<file path="src/rtl/banked_byte_reader_pkg.sv">
// Shared types and helpers for the banked byte reader and its lane selector.
package banked_byte_reader_pkg;

  typedef enum logic {
    IDLE  = 1'b0,
    BURST = 1'b1
  } state_e;

  localparam logic MODE_WRAP_WORD = 1'b0;
  localparam logic MODE_LINEAR    = 1'b1;

  // Never returns less than 1, so single-entry dimensions still get a real bit.
  function automatic int clog2(input int n);
    int r;
    r = 0;
    while ((1 << r) < n) r++;
    return (r < 1) ? 1 : r;
  endfunction

endpackage

</file>
<file path="src/rtl/byte_lane_sel.sv">
// Combinational byte picker: one BYTE_W lane out of one bank word, with an
// error flag for bank indices past NUM_BANKS.
module byte_lane_sel
  import banked_byte_reader_pkg::*;
#(
  parameter  int NUM_BANKS = 4,
  parameter  int WORD_W    = 32,
  parameter  int BYTE_W    = 8,
  localparam int LANES     = WORD_W / BYTE_W,
  localparam int BANK_W    = clog2(NUM_BANKS),
  localparam int LANE_W    = clog2(LANES)
) (
  input  logic [NUM_BANKS*WORD_W-1:0] bank_data_i,
  input  logic [BANK_W-1:0]           bank_i,
  input  logic [LANE_W-1:0]           lane_i,
  output logic [BYTE_W-1:0]           byte_o,
  output logic                        err_o
);

  // Extra bit keeps the compare correct when NUM_BANKS is a power of two.
  assign err_o = {1'b0, bank_i} >= (BANK_W+1)'(NUM_BANKS);

  always_comb begin
    byte_o = '0;
    for (int b = 0; b < NUM_BANKS; b++) begin
      for (int l = 0; l < LANES; l++) begin
        if (bank_i == BANK_W'(b) && lane_i == LANE_W'(l))
          byte_o = bank_data_i[b*WORD_W + l*BYTE_W +: BYTE_W];
      end
    end
  end

endmodule

</file>
<file path="src/rtl/banked_byte_reader.sv">
// Burst byte reader: accepts {bank, lane, len, mode} and streams bytes from the
// live bank words over a registered valid/ready output.
module banked_byte_reader
  import banked_byte_reader_pkg::*;
#(
  parameter  int NUM_BANKS = 4,
  parameter  int WORD_W    = 32,
  parameter  int BYTE_W    = 8,
  parameter  int LEN_W     = 4,
  localparam int LANES     = WORD_W / BYTE_W,
  localparam int BANK_W    = clog2(NUM_BANKS),
  localparam int LANE_W    = clog2(LANES)
) (
  input  logic                        wb_clk_i,
  input  logic                        wb_rst_n,
  input  logic [NUM_BANKS*WORD_W-1:0] bank_data,
  input  logic                        req_valid,
  output logic                        req_ready,
  input  logic [BANK_W-1:0]           req_bank,
  input  logic [LANE_W-1:0]           req_byte,
  input  logic [LEN_W-1:0]            req_len,
  input  logic                        req_mode,
  input  logic                        flush,
  output logic                        out_valid,
  input  logic                        out_ready,
  output logic [BYTE_W-1:0]           out_data,
  output logic                        out_last,
  output logic                        out_err
);

  state_e              state_q, state_d;
  logic [BANK_W-1:0]   bank_q, bank_d;
  logic [LANE_W-1:0]   lane_q, lane_d;
  logic                mode_q, mode_d;
  logic [LEN_W-1:0]    rem_q, rem_d;
  logic                out_valid_q, out_valid_d;
  logic [BYTE_W-1:0]   out_data_q, out_data_d;
  logic                out_last_q, out_last_d;
  logic                out_err_q, out_err_d;

  logic                lane_wrap, bank_at_end;
  logic [BANK_W-1:0]   nxt_bank, sel_bank;
  logic [LANE_W-1:0]   nxt_lane, sel_lane;
  logic [BYTE_W-1:0]   sel_byte;
  logic                sel_err;

  // Address of the beat that follows the one currently presented.
  assign lane_wrap   = (lane_q == LANE_W'(LANES-1));
  assign bank_at_end = {1'b0, bank_q} >= (BANK_W+1)'(NUM_BANKS-1);
  assign nxt_lane    = lane_wrap ? '0 : lane_q + LANE_W'(1);
  assign nxt_bank    = (mode_q == MODE_LINEAR && lane_wrap)
                       ? (bank_at_end ? '0 : bank_q + BANK_W'(1))
                       : bank_q;

  // IDLE loads the first beat from the request; BURST loads the advanced address.
  assign sel_bank = (state_q == IDLE) ? req_bank : nxt_bank;
  assign sel_lane = (state_q == IDLE) ? req_byte : nxt_lane;

  byte_lane_sel #(
    .NUM_BANKS (NUM_BANKS),
    .WORD_W    (WORD_W),
    .BYTE_W    (BYTE_W)
  ) u_sel (
    .bank_data_i (bank_data),
    .bank_i      (sel_bank),
    .lane_i      (sel_lane),
    .byte_o      (sel_byte),
    .err_o       (sel_err)
  );

  always_comb begin
    state_d     = state_q;
    bank_d      = bank_q;
    lane_d      = lane_q;
    mode_d      = mode_q;
    rem_d       = rem_q;
    out_valid_d = out_valid_q;
    out_data_d  = out_data_q;
    out_last_d  = out_last_q;
    out_err_d   = out_err_q;

    if (flush) begin
      state_d     = IDLE;
      out_valid_d = 1'b0;
      out_last_d  = 1'b0;
      out_err_d   = 1'b0;
    end else begin
      unique case (state_q)
        IDLE: begin
          if (req_valid) begin
            state_d     = BURST;
            bank_d      = req_bank;
            lane_d      = req_byte;
            mode_d      = req_mode;
            rem_d       = req_len;
            out_valid_d = 1'b1;
            out_data_d  = sel_byte;
            out_err_d   = sel_err;
            out_last_d  = (req_len == '0);
          end
        end
        BURST: begin
          if (out_valid_q && out_ready) begin
            if (rem_q == '0) begin
              state_d     = IDLE;
              out_valid_d = 1'b0;
              out_last_d  = 1'b0;
              out_err_d   = 1'b0;
            end else begin
              rem_d       = rem_q - LEN_W'(1);
              bank_d      = nxt_bank;
              lane_d      = nxt_lane;
              out_data_d  = sel_byte;
              out_err_d   = sel_err;
              out_last_d  = (rem_q == LEN_W'(1));
            end
          end
        end
        default: state_d = IDLE;
      endcase
    end
  end

  always_ff @(posedge wb_clk_i or negedge wb_rst_n) begin
    if (!wb_rst_n) begin
      state_q     <= IDLE;
      bank_q      <= '0;
      lane_q      <= '0;
      mode_q      <= 1'b0;
      rem_q       <= '0;
      out_valid_q <= 1'b0;
      out_data_q  <= '0;
      out_last_q  <= 1'b0;
      out_err_q   <= 1'b0;
    end else begin
      state_q     <= state_d;
      bank_q      <= bank_d;
      lane_q      <= lane_d;
      mode_q      <= mode_d;
      rem_q       <= rem_d;
      out_valid_q <= out_valid_d;
      out_data_q  <= out_data_d;
      out_last_q  <= out_last_d;
      out_err_q   <= out_err_d;
    end
  end

  assign req_ready = (state_q == IDLE);
  assign out_valid = out_valid_q;
  assign out_data  = out_data_q;
  assign out_last  = out_last_q;
  assign out_err   = out_err_q;

endmodule

</file>
<file path="config.mk">
export PLATFORM = sky130hd
export DESIGN_NAME = banked_byte_reader
export DESIGN_NICKNAME = d
export VERILOG_FILES = /design/src/rtl/banked_byte_reader_pkg.sv /design/src/rtl/byte_lane_sel.sv /design/src/rtl/banked_byte_reader.sv
export SDC_FILE = /design/constraint.sdc
export NUM_CORES = 1
export LEC_CHECK = 0
export CAP_MARGIN = 30
export CORE_MARGIN = 1.5
export CORE_UTILIZATION = 38
export DETAILED_ROUTE_END_ITERATION = 7
export PLACE_DENSITY = 0.84
export REMOVE_ABC_BUFFERS = 1
export SLEW_MARGIN = 20
export SYNTH_ARGS = -nofsm -noshare
export SYNTH_HDL_FRONTEND = slang
export SYNTH_HIERARCHICAL = 1
export SYNTH_SLANG_ARGS = --single-unit
</file>
<file path="constraint.sdc">
create_clock -name wb_clk_i -period 3.2 [get_ports wb_clk_i]
set_input_delay 0.64 -clock wb_clk_i [delete_from_list [all_inputs] [get_ports wb_clk_i]]
set_output_delay 0.64 -clock wb_clk_i [all_outputs]
set_load 0.05 [all_outputs]
</file>
==> results.py, run 1 <==
metrics = {
    "place": {
        "placedCellCount": 491,
        "gp_congestion": 0.856,
        "port_buffers": 153,
        "placed_area_sq_mm": 0.00415,
        "place_ws_ns": 0.104,
        "place_hpwl_microns": 6840,
    },
    "yosys": {
        "synthArstFlopShare": 1.00,
        "ys_types": 55,
        "ys.warnings.count": 6,
        "syn_inst": 267,
        "yosys-top-cells-area": "dfrtp_1 21%, mux2i_1 12%, mux2_2 9.6%, mux4_2 9.1%, nor2b_1 2.5%",
        "synthFlopType": "dfrtp_1",
        "synth_edf_count": 0,
        "syn_avg_cell_area_sq_um": 9.26,
        "syn_area_sq_mm": 0.00247,
        "ys_seq_area_frac": 0.212,
        "yosys_register_bits": 21,
        "yosys.area.top_type": "dfrtp_1",
        "synth_top_area_share": 0.212,
    },
    "setup_path": {
        "max_stage_delay_ns": 0.49,
        "critical_path_required_ns": 3.36,
        "cp-start-kind": "register",
        "cp-end-kind": "register",
        "crit_fanout": 15,
        "crit_chain": "ha_1 > o31ai_4 > buf_6 > buf_4 > mux4_2 > mux2_2 > nand2_1 > o21ai_1 > mux2_2",
        "cp.arrival_ns": 2.99,
        "cpMostUsedCell": "mux2_2",
        "slowest_stage": "mux4_2",
        "path_class": "register to register",
    },
    "sta": {
        "tightest_slew_ns": 0.531,
        "hold_ws_ns": 0.517,
        "relSlewSlack": 0.645,
        "setup_viol": 0,
        "fin_skew_ns": 0.00129,
        "period_needed_ns": 2.83,
        "period_share": 0.883,
        "finalHoldViolCount": 0,
        "final-max-slew-violation-count": 0,
        "worst_slack_ns": 0.374,
        "grt_setup_unrepaired": "no",
        "fmax_ghz": 0.354,
    },
    "detailed_routing": {
        "drt-met1-wl_microns": 3430,
        "ant_nets": 0,
        "drtIter0Drc": 99,
        "route.detailed.drc": 0,
        "highest_layer": "met4",
        "vias_per_cell": 5.72,
        "dr_total_vias": 2839,
        "wl_met2_microns": 4270,
        "wl_microns": 8430,
        "dr_wl_met3_microns": 544,
        "detail_route.wl_per_cell_microns": 17.0,
        "drt_first_pass_iters": 4,
    },
    "job": {
        "cap_viol_max_count": 0,
    },
    "final_layout": {
        "num_antenna_cells": 0,
        "design_area_sq_mm": 0.00420,
        "fin_cells": 496,
        "post-route-util": 0.665,
        "drive_gt1_frac": 0.148,
        "fin_nets": 566,
        "syn_to_final_growth_pct": 69.8,
    },
    "global_routing": {
        "antenna_found_initial": 0,
        "grt_max_degree": 30,
        "grt_overflow": 0,
        "grt_pass1_wl_microns": 13800,
        "grt_usage": 0.238,
        "grt_pass1_vias": 2962,
    },
    "cts": {
        "cts_setup_buffers": 0,
        "htreeDepth": 1,
        "cts_tree": "done",
        "hold_buffers": 0,
        "cts_made_buffers": 3,
        "path_clk_slew_ns": 0.08,
        "cts_root_buffer": "clkbuf_8",
        "cts_resized": 0,
        "insertion_delay_ns": 0.27,
        "clock_path_buffers": 2,
        "cts_sinks": 21,
    },
    "power": {
        "peakVddDrop_v": 0.000426,
        "power.leakage_uw": 0.00164,
        "power.density_mw_per_mm2": 476,
    },
    "run_status": {
        "outcome": "completed",
    },
    "floorplanning": {
        "core_sq_mm": 0.00631,
        "die_w_microns": 83.7,
        "num_io_pins": 154,
        "start_util": 0.392,
        "fp.dieH_microns": 83.7,
        "die_area_sq_mm": 0.00700,
        "rows": 29,
    },
    "worst_hold_path": {
        "hold_path_class": "register to register",
    },
}
==> cells in the final DEF, fill, tap and decap left out, types with 4 or more instances in the layout <==
cell and instances:
buf_4 13, a21oi_1 9, nor2b_1 10, o21ai_0 11, nor3_1 6, ha_1 4, mux2i_1 30, clkdlybuf4s50_1 153
o22ai_1 7, nand3_1 4, nor2_1 12, o31ai_1 4, mux4_2 10, mux2_2 21, nand3b_1 4, a2bb2oi_1 5
a211oi_1 4, nand2b_1 6, dfrtp_1 21, nor4_1 5, nand2_1 14, o221ai_1 4, inv_1 8
==> final timing paths <==
| check | from | endpoint | slack, ns | depth (start not counted) |
|---|---|---|---|---|
| setup / recovery | lane_q[0] | out_data[1] | 0.37 | 9 |
| hold / removal | out_data[2] | out_data[2] | 0.52 | 1 |
| setup reg to reg | lane_q[0] | out_data[1] | 0.37 | 9 |
| hold reg to reg | out_data[2] | out_data[2] | 0.52 | 1 |
| max in group asynchronous | wb_rst_n | lane_q[1] | 2.26 | 2 |
| min in group asynchronous | wb_rst_n | rem_q[3] | 0.71 | 2 |
==> per-stage QoR <==
| step | setup TNS, ns | power [uW] |
|---|---|---|
| after floorplan | -41.11 | 1300 |
| after global placement | 0 | 1760 |
| after global routing | 0 | 2130 |
| after CTS | 0 | 2000 |
| after detailed placement | 0 | 1810 |
| final | 0 | 2000 |
==> power by group <==
| part | internal (uW) | switching (uW) | leakage (uW) |
|---|---|---|---|
| logic | 683 | 693 | 0.00135 |
| registers | 357 | 77.9 | 0.000256 |
| clock network | 87.2 | 98.4 | 0.0000255 |
==> layer usage <==
metal / track usage / vias up
li1: - / 1347
met1: 0.292 / 1346
met2: 0.430 / 129
met3: 0.0326 / 17
met4: 0.0745 / 0
met5: 0 / -
==> critical path: cells and delay by family (launching register included) <==
family | cells | cell delay (ns)
AO/OA/AOI/OAI | 2 | 0.51
buffers and inverters | 2 | 0.43
flip-flops | 1 | 0.43
adder cells (fa/ha/maj) | 1 | 0.26
AND/OR/NAND/NOR | 1 | 0.07
multiplexers | 3 | 1.02
==> logic make-up after synthesis <==
family / synth area share
AOI/OAI and AO/OA: 0.224
adders and majority gates: 0.0202
buffers and inverters: 0.0663
DFF: 0.212
muxes: 0.308
other: 0.00152
and+or+nand+nor: 0.168
==> state kept, by name, summed over array words and instances, names as in the netlist <==
signal and count:
bank_q 2, rem_q 4, lane_q 2, out_err 1, out_valid 1, out_data 8, out_last 1, mode_q 1
state_q 1
==> cells in the mapped netlist, drive strengths merged, types with 2 or more instances <==
master and number:
a21o 3, a32oi 2, nor2 12, nand2 14, a22oi 2, inv 9, nor2b 10, a211oi 4
o31ai 5, nor3 6, nand3 4, o32ai 3, mux2i 30, o22ai 7, o22a 2, nor3b 2
o211ai 2, nand2b 6, or3b 5, ha 4, o221ai 4, a2bb2oi 5, mux2 21, a21oi 11
nand3b 4, dfrtp 21, o21ai 12, nor4 5, buf 20, clkbuf 2, mux4 10, a2111oi 2
a221o 3, a31oi 2
==> cell type report <==
| class | instances | area (sq um) |
|---|---|---|
| clock inverters | 1 | 5.00 |
| fillers | 536 | 2110 |
| inverters | 9 | 33.8 |
| repair buffers | 170 | 1690 |
| well taps | 77 | 96.3 |
| flip-flops and latches | 21 | 526 |
| multi-input cells | 215 | 1810 |
| clock buffers | 3 | 41.3 |
No activity file was read; power rests on OpenSTA's default activity.
==> inputs of run 2 (changes only) <==
- CORE_UTILIZATION: 38 -> 34
- PLACE_DENSITY: 0.84 -> 0.79
- clock period: 3.2 -> 2.4 ns (I/O delays scaled with it)
==> run 2 against run 1 <==
Compared with the run above:
- the flow now finishes with violations (setup timing)
- worst hold slack better by 0.0036 ns
- via count grew 8.8%
- non-clock buffer count rose by 52
- worst setup slack worse by 0.48 ns
- combinational power rose by 77%
- critical path depth increased by 3
- clock power increased by 32%
- sequential share of layout area down 1.9 points
- largest power group unchanged
- fmax rose by 13%
==> results.py, run 2 (synthesis gave the netlist of run 1 again) <==
metrics = {
    "floorplanning": {
        "start_util": 0.358,
        "rows": 30,
        "num_io_pins": 154,
        "core_sq_mm": 0.00691,
        "die_area_sq_mm": 0.00780,
        "die_w_microns": 88.3,
        "fp.dieH_microns": 88.3,
    },
    "final_layout": {
        "layout_commonest_cell": "clkdlybuf4s50_1",
        "fillCellCount": 515,
        "drive_gt1_frac": 0.291,
        "largest_reg_flops": 8,
        "num_antenna_cells": 0,
        "fin_nets": 618,
        "seq_area_sq_um": 526,
        "multiInputGateArea_sq_mm": 0.00203,
        "syn_to_final_growth_pct": 100,
        "mostFrequentLayoutCells": "151 x clkdlybuf4s50_1, 51 x buf_4, 23 x mux2i_1",
    },
    "cts": {
        "cts_made_buffers": 3,
        "cts_root_buffer": "clkbuf_8",
        "cts_sinks": 21,
        "hold_buffers": 0,
        "insertion_delay_ns": 0.27,
        "cts_tree": "done",
        "htreeDepth": 1,
        "clock_path_buffers": 2,
        "path_clk_slew_ns": 0.08,
    },
    "setup_path": {
        "cp-end-kind": "register",
        "cp-start-kind": "register",
        "crit_buf_inv": 3,
        "crit_chain": "ha_4 > nand2_4 > buf_6 > a31oi_4 > o41ai_4 > buf_4 > clkbuf_16 > or3b_1 > a21o_1 > a221o_1 > o211ai_1 > mux2_4",
        "r2r_cells": 12,
        "r2r-start": "lane_q[0]",
        "cp.arrival_ns": 2.72,
        "path_class": "register to register",
        "timing.rr.end": "out_data[6]",
        "path_depth": 12,
        "path_delay_family": "compound AO/OA/AOI/OAI gates",
        "slowest_stage": "dfrtp_1",
        "max_stage_delay_ns": 0.40,
        "crit_fanout": 6,
        "r2r_setup_slack_ns": -0.11,
        "critical_path_required_ns": 2.61,
    },
    "detailed_routing": {
        "drtIter0Drc": 194,
        "drt-met1-wl_microns": 3850,
        "detail_route.wl_per_cell_microns": 17.3,
        "dr_total_vias": 3090,
        "ant_nets": 0,
        "drt_first_pass_iters": 5,
        "vias_per_cell": 5.45,
        "route.detailed.drc": 0,
        "highest_layer": "met4",
        "wl_met2_microns": 5080,
        "dr_wl_met3_microns": 745,
        "wl_microns": 9820,
    },
    "power": {
        "power.density_mw_per_mm2": 659,
        "power.leakage_uw": 0.00201,
        "peakVddDrop_v": 0.000499,
    },
    "place": {
        "place_hpwl_microns": 7410,
        "gp_congestion": 0.852,
        "port_buffers": 153,
        "place_ws_ns": -0.283,
    },
    "job": {
        "cap_viol_max_count": 0,
    },
    "sta": {
        "hold_ws_ns": 0.520,
        "tightest_slew_ns": 0.534,
        "fmax_ghz": 0.399,
        "period_share": 1.04,
        "final-max-slew-violation-count": 0,
        "relSlewSlack": 0.643,
        "fin_skew_ns": 0.00476,
        "worst_slack_ns": -0.107,
        "finalHoldViolCount": 0,
        "period_needed_ns": 2.51,
        "setup_viol": 8,
        "grt_setup_unrepaired": "yes",
    },
    "global_routing": {
        "grt_pass1_vias": 3086,
        "grt_overflow": 0,
        "antenna_found_initial": 0,
        "grt_usage": 0.232,
        "grt_max_degree": 26,
        "grt_pass1_wl_microns": 14300,
    },
    "worst_hold_path": {
        "hold_start": "out_data[2]",
        "whs_path_depth": 1,
        "hold_end": "out_data[2]",
        "hold_path_class": "register to register",
    },
    "run_status": {
        "violations": "setup timing",
        "outcome": "complete, but fails checks",
    },
}
## run 2: layer usage
metal,up-vias,GRT usage
li1,1451,-
met1,1479,0.285
met2,146,0.432
met3,14,0.0326
met4,0,0.0469
met5,-,0
## run 2: layout make-up
class	instances	share of cell area
Clock buffer	4	0.00909
Inverter	9	0.00682
Multi-Input combinational cell	215	0.409
Sequential cell	21	0.106
Tap cell	96	0.0242
Timing Repair Buffer	222	0.445
## run 2: worst max-delay path by stage
stage | from | endpoint | slack (ns)
2_1_floorplan | state_q | out_data[0] | -5.47
4_1_cts | lane_q[1] | out_data[3] | -0.13
3_5_place_dp | req_bank[0] | out_data[7] | -0.28
5_1_grt | lane_q[0] | out_data[4] | -0.23
3_3_place_gp | req_bank[0] | out_data[7] | -0.24
6_report | lane_q[0] | out_data[6] | -0.11
## run 2: power by group
group / switching, uW / leakage (uW) / internal (uW)
Combinational: 1120 / 0.00173 / 1320
Sequential: 106 / 0.000256 / 476
Clock: 127 / 0.0000228 / 119
Total: 1350 / 0.00201 / 1920
## run 2: worst reg2reg max path: cells and delay by family, from the launching register on
kind | cells | cell delay (ns)
AOI/OAI and AO/OA | 5 | 0.89
buffers and inverters | 3 | 0.43
and+or+nand+nor | 2 | 0.41
DFF | 1 | 0.40
adders and majority gates | 1 | 0.17
muxes | 1 | 0.16
## run 2: through the flow
step,power [uW],std cells,setup TNS (ns),utilization,area [sq um]
floorplan,1730,245,-49.11,-,2340
global placement,2590,545,-1.76,0.647,4470
detailed placement,2640,545,-2.03,0.647,4470
CTS,3030,556,-0.734,0.682,4710
global route,3450,567,-1.51,0.718,4960
finish,3270,567,-0.655,0.718,4960
## run 2: timing repair
item                       CTS  global route
gates resized for setup     30            38
pin swaps                    7            23
setup buffers                7            11
setup endpoints to repair    8             8
cloned                       0             1
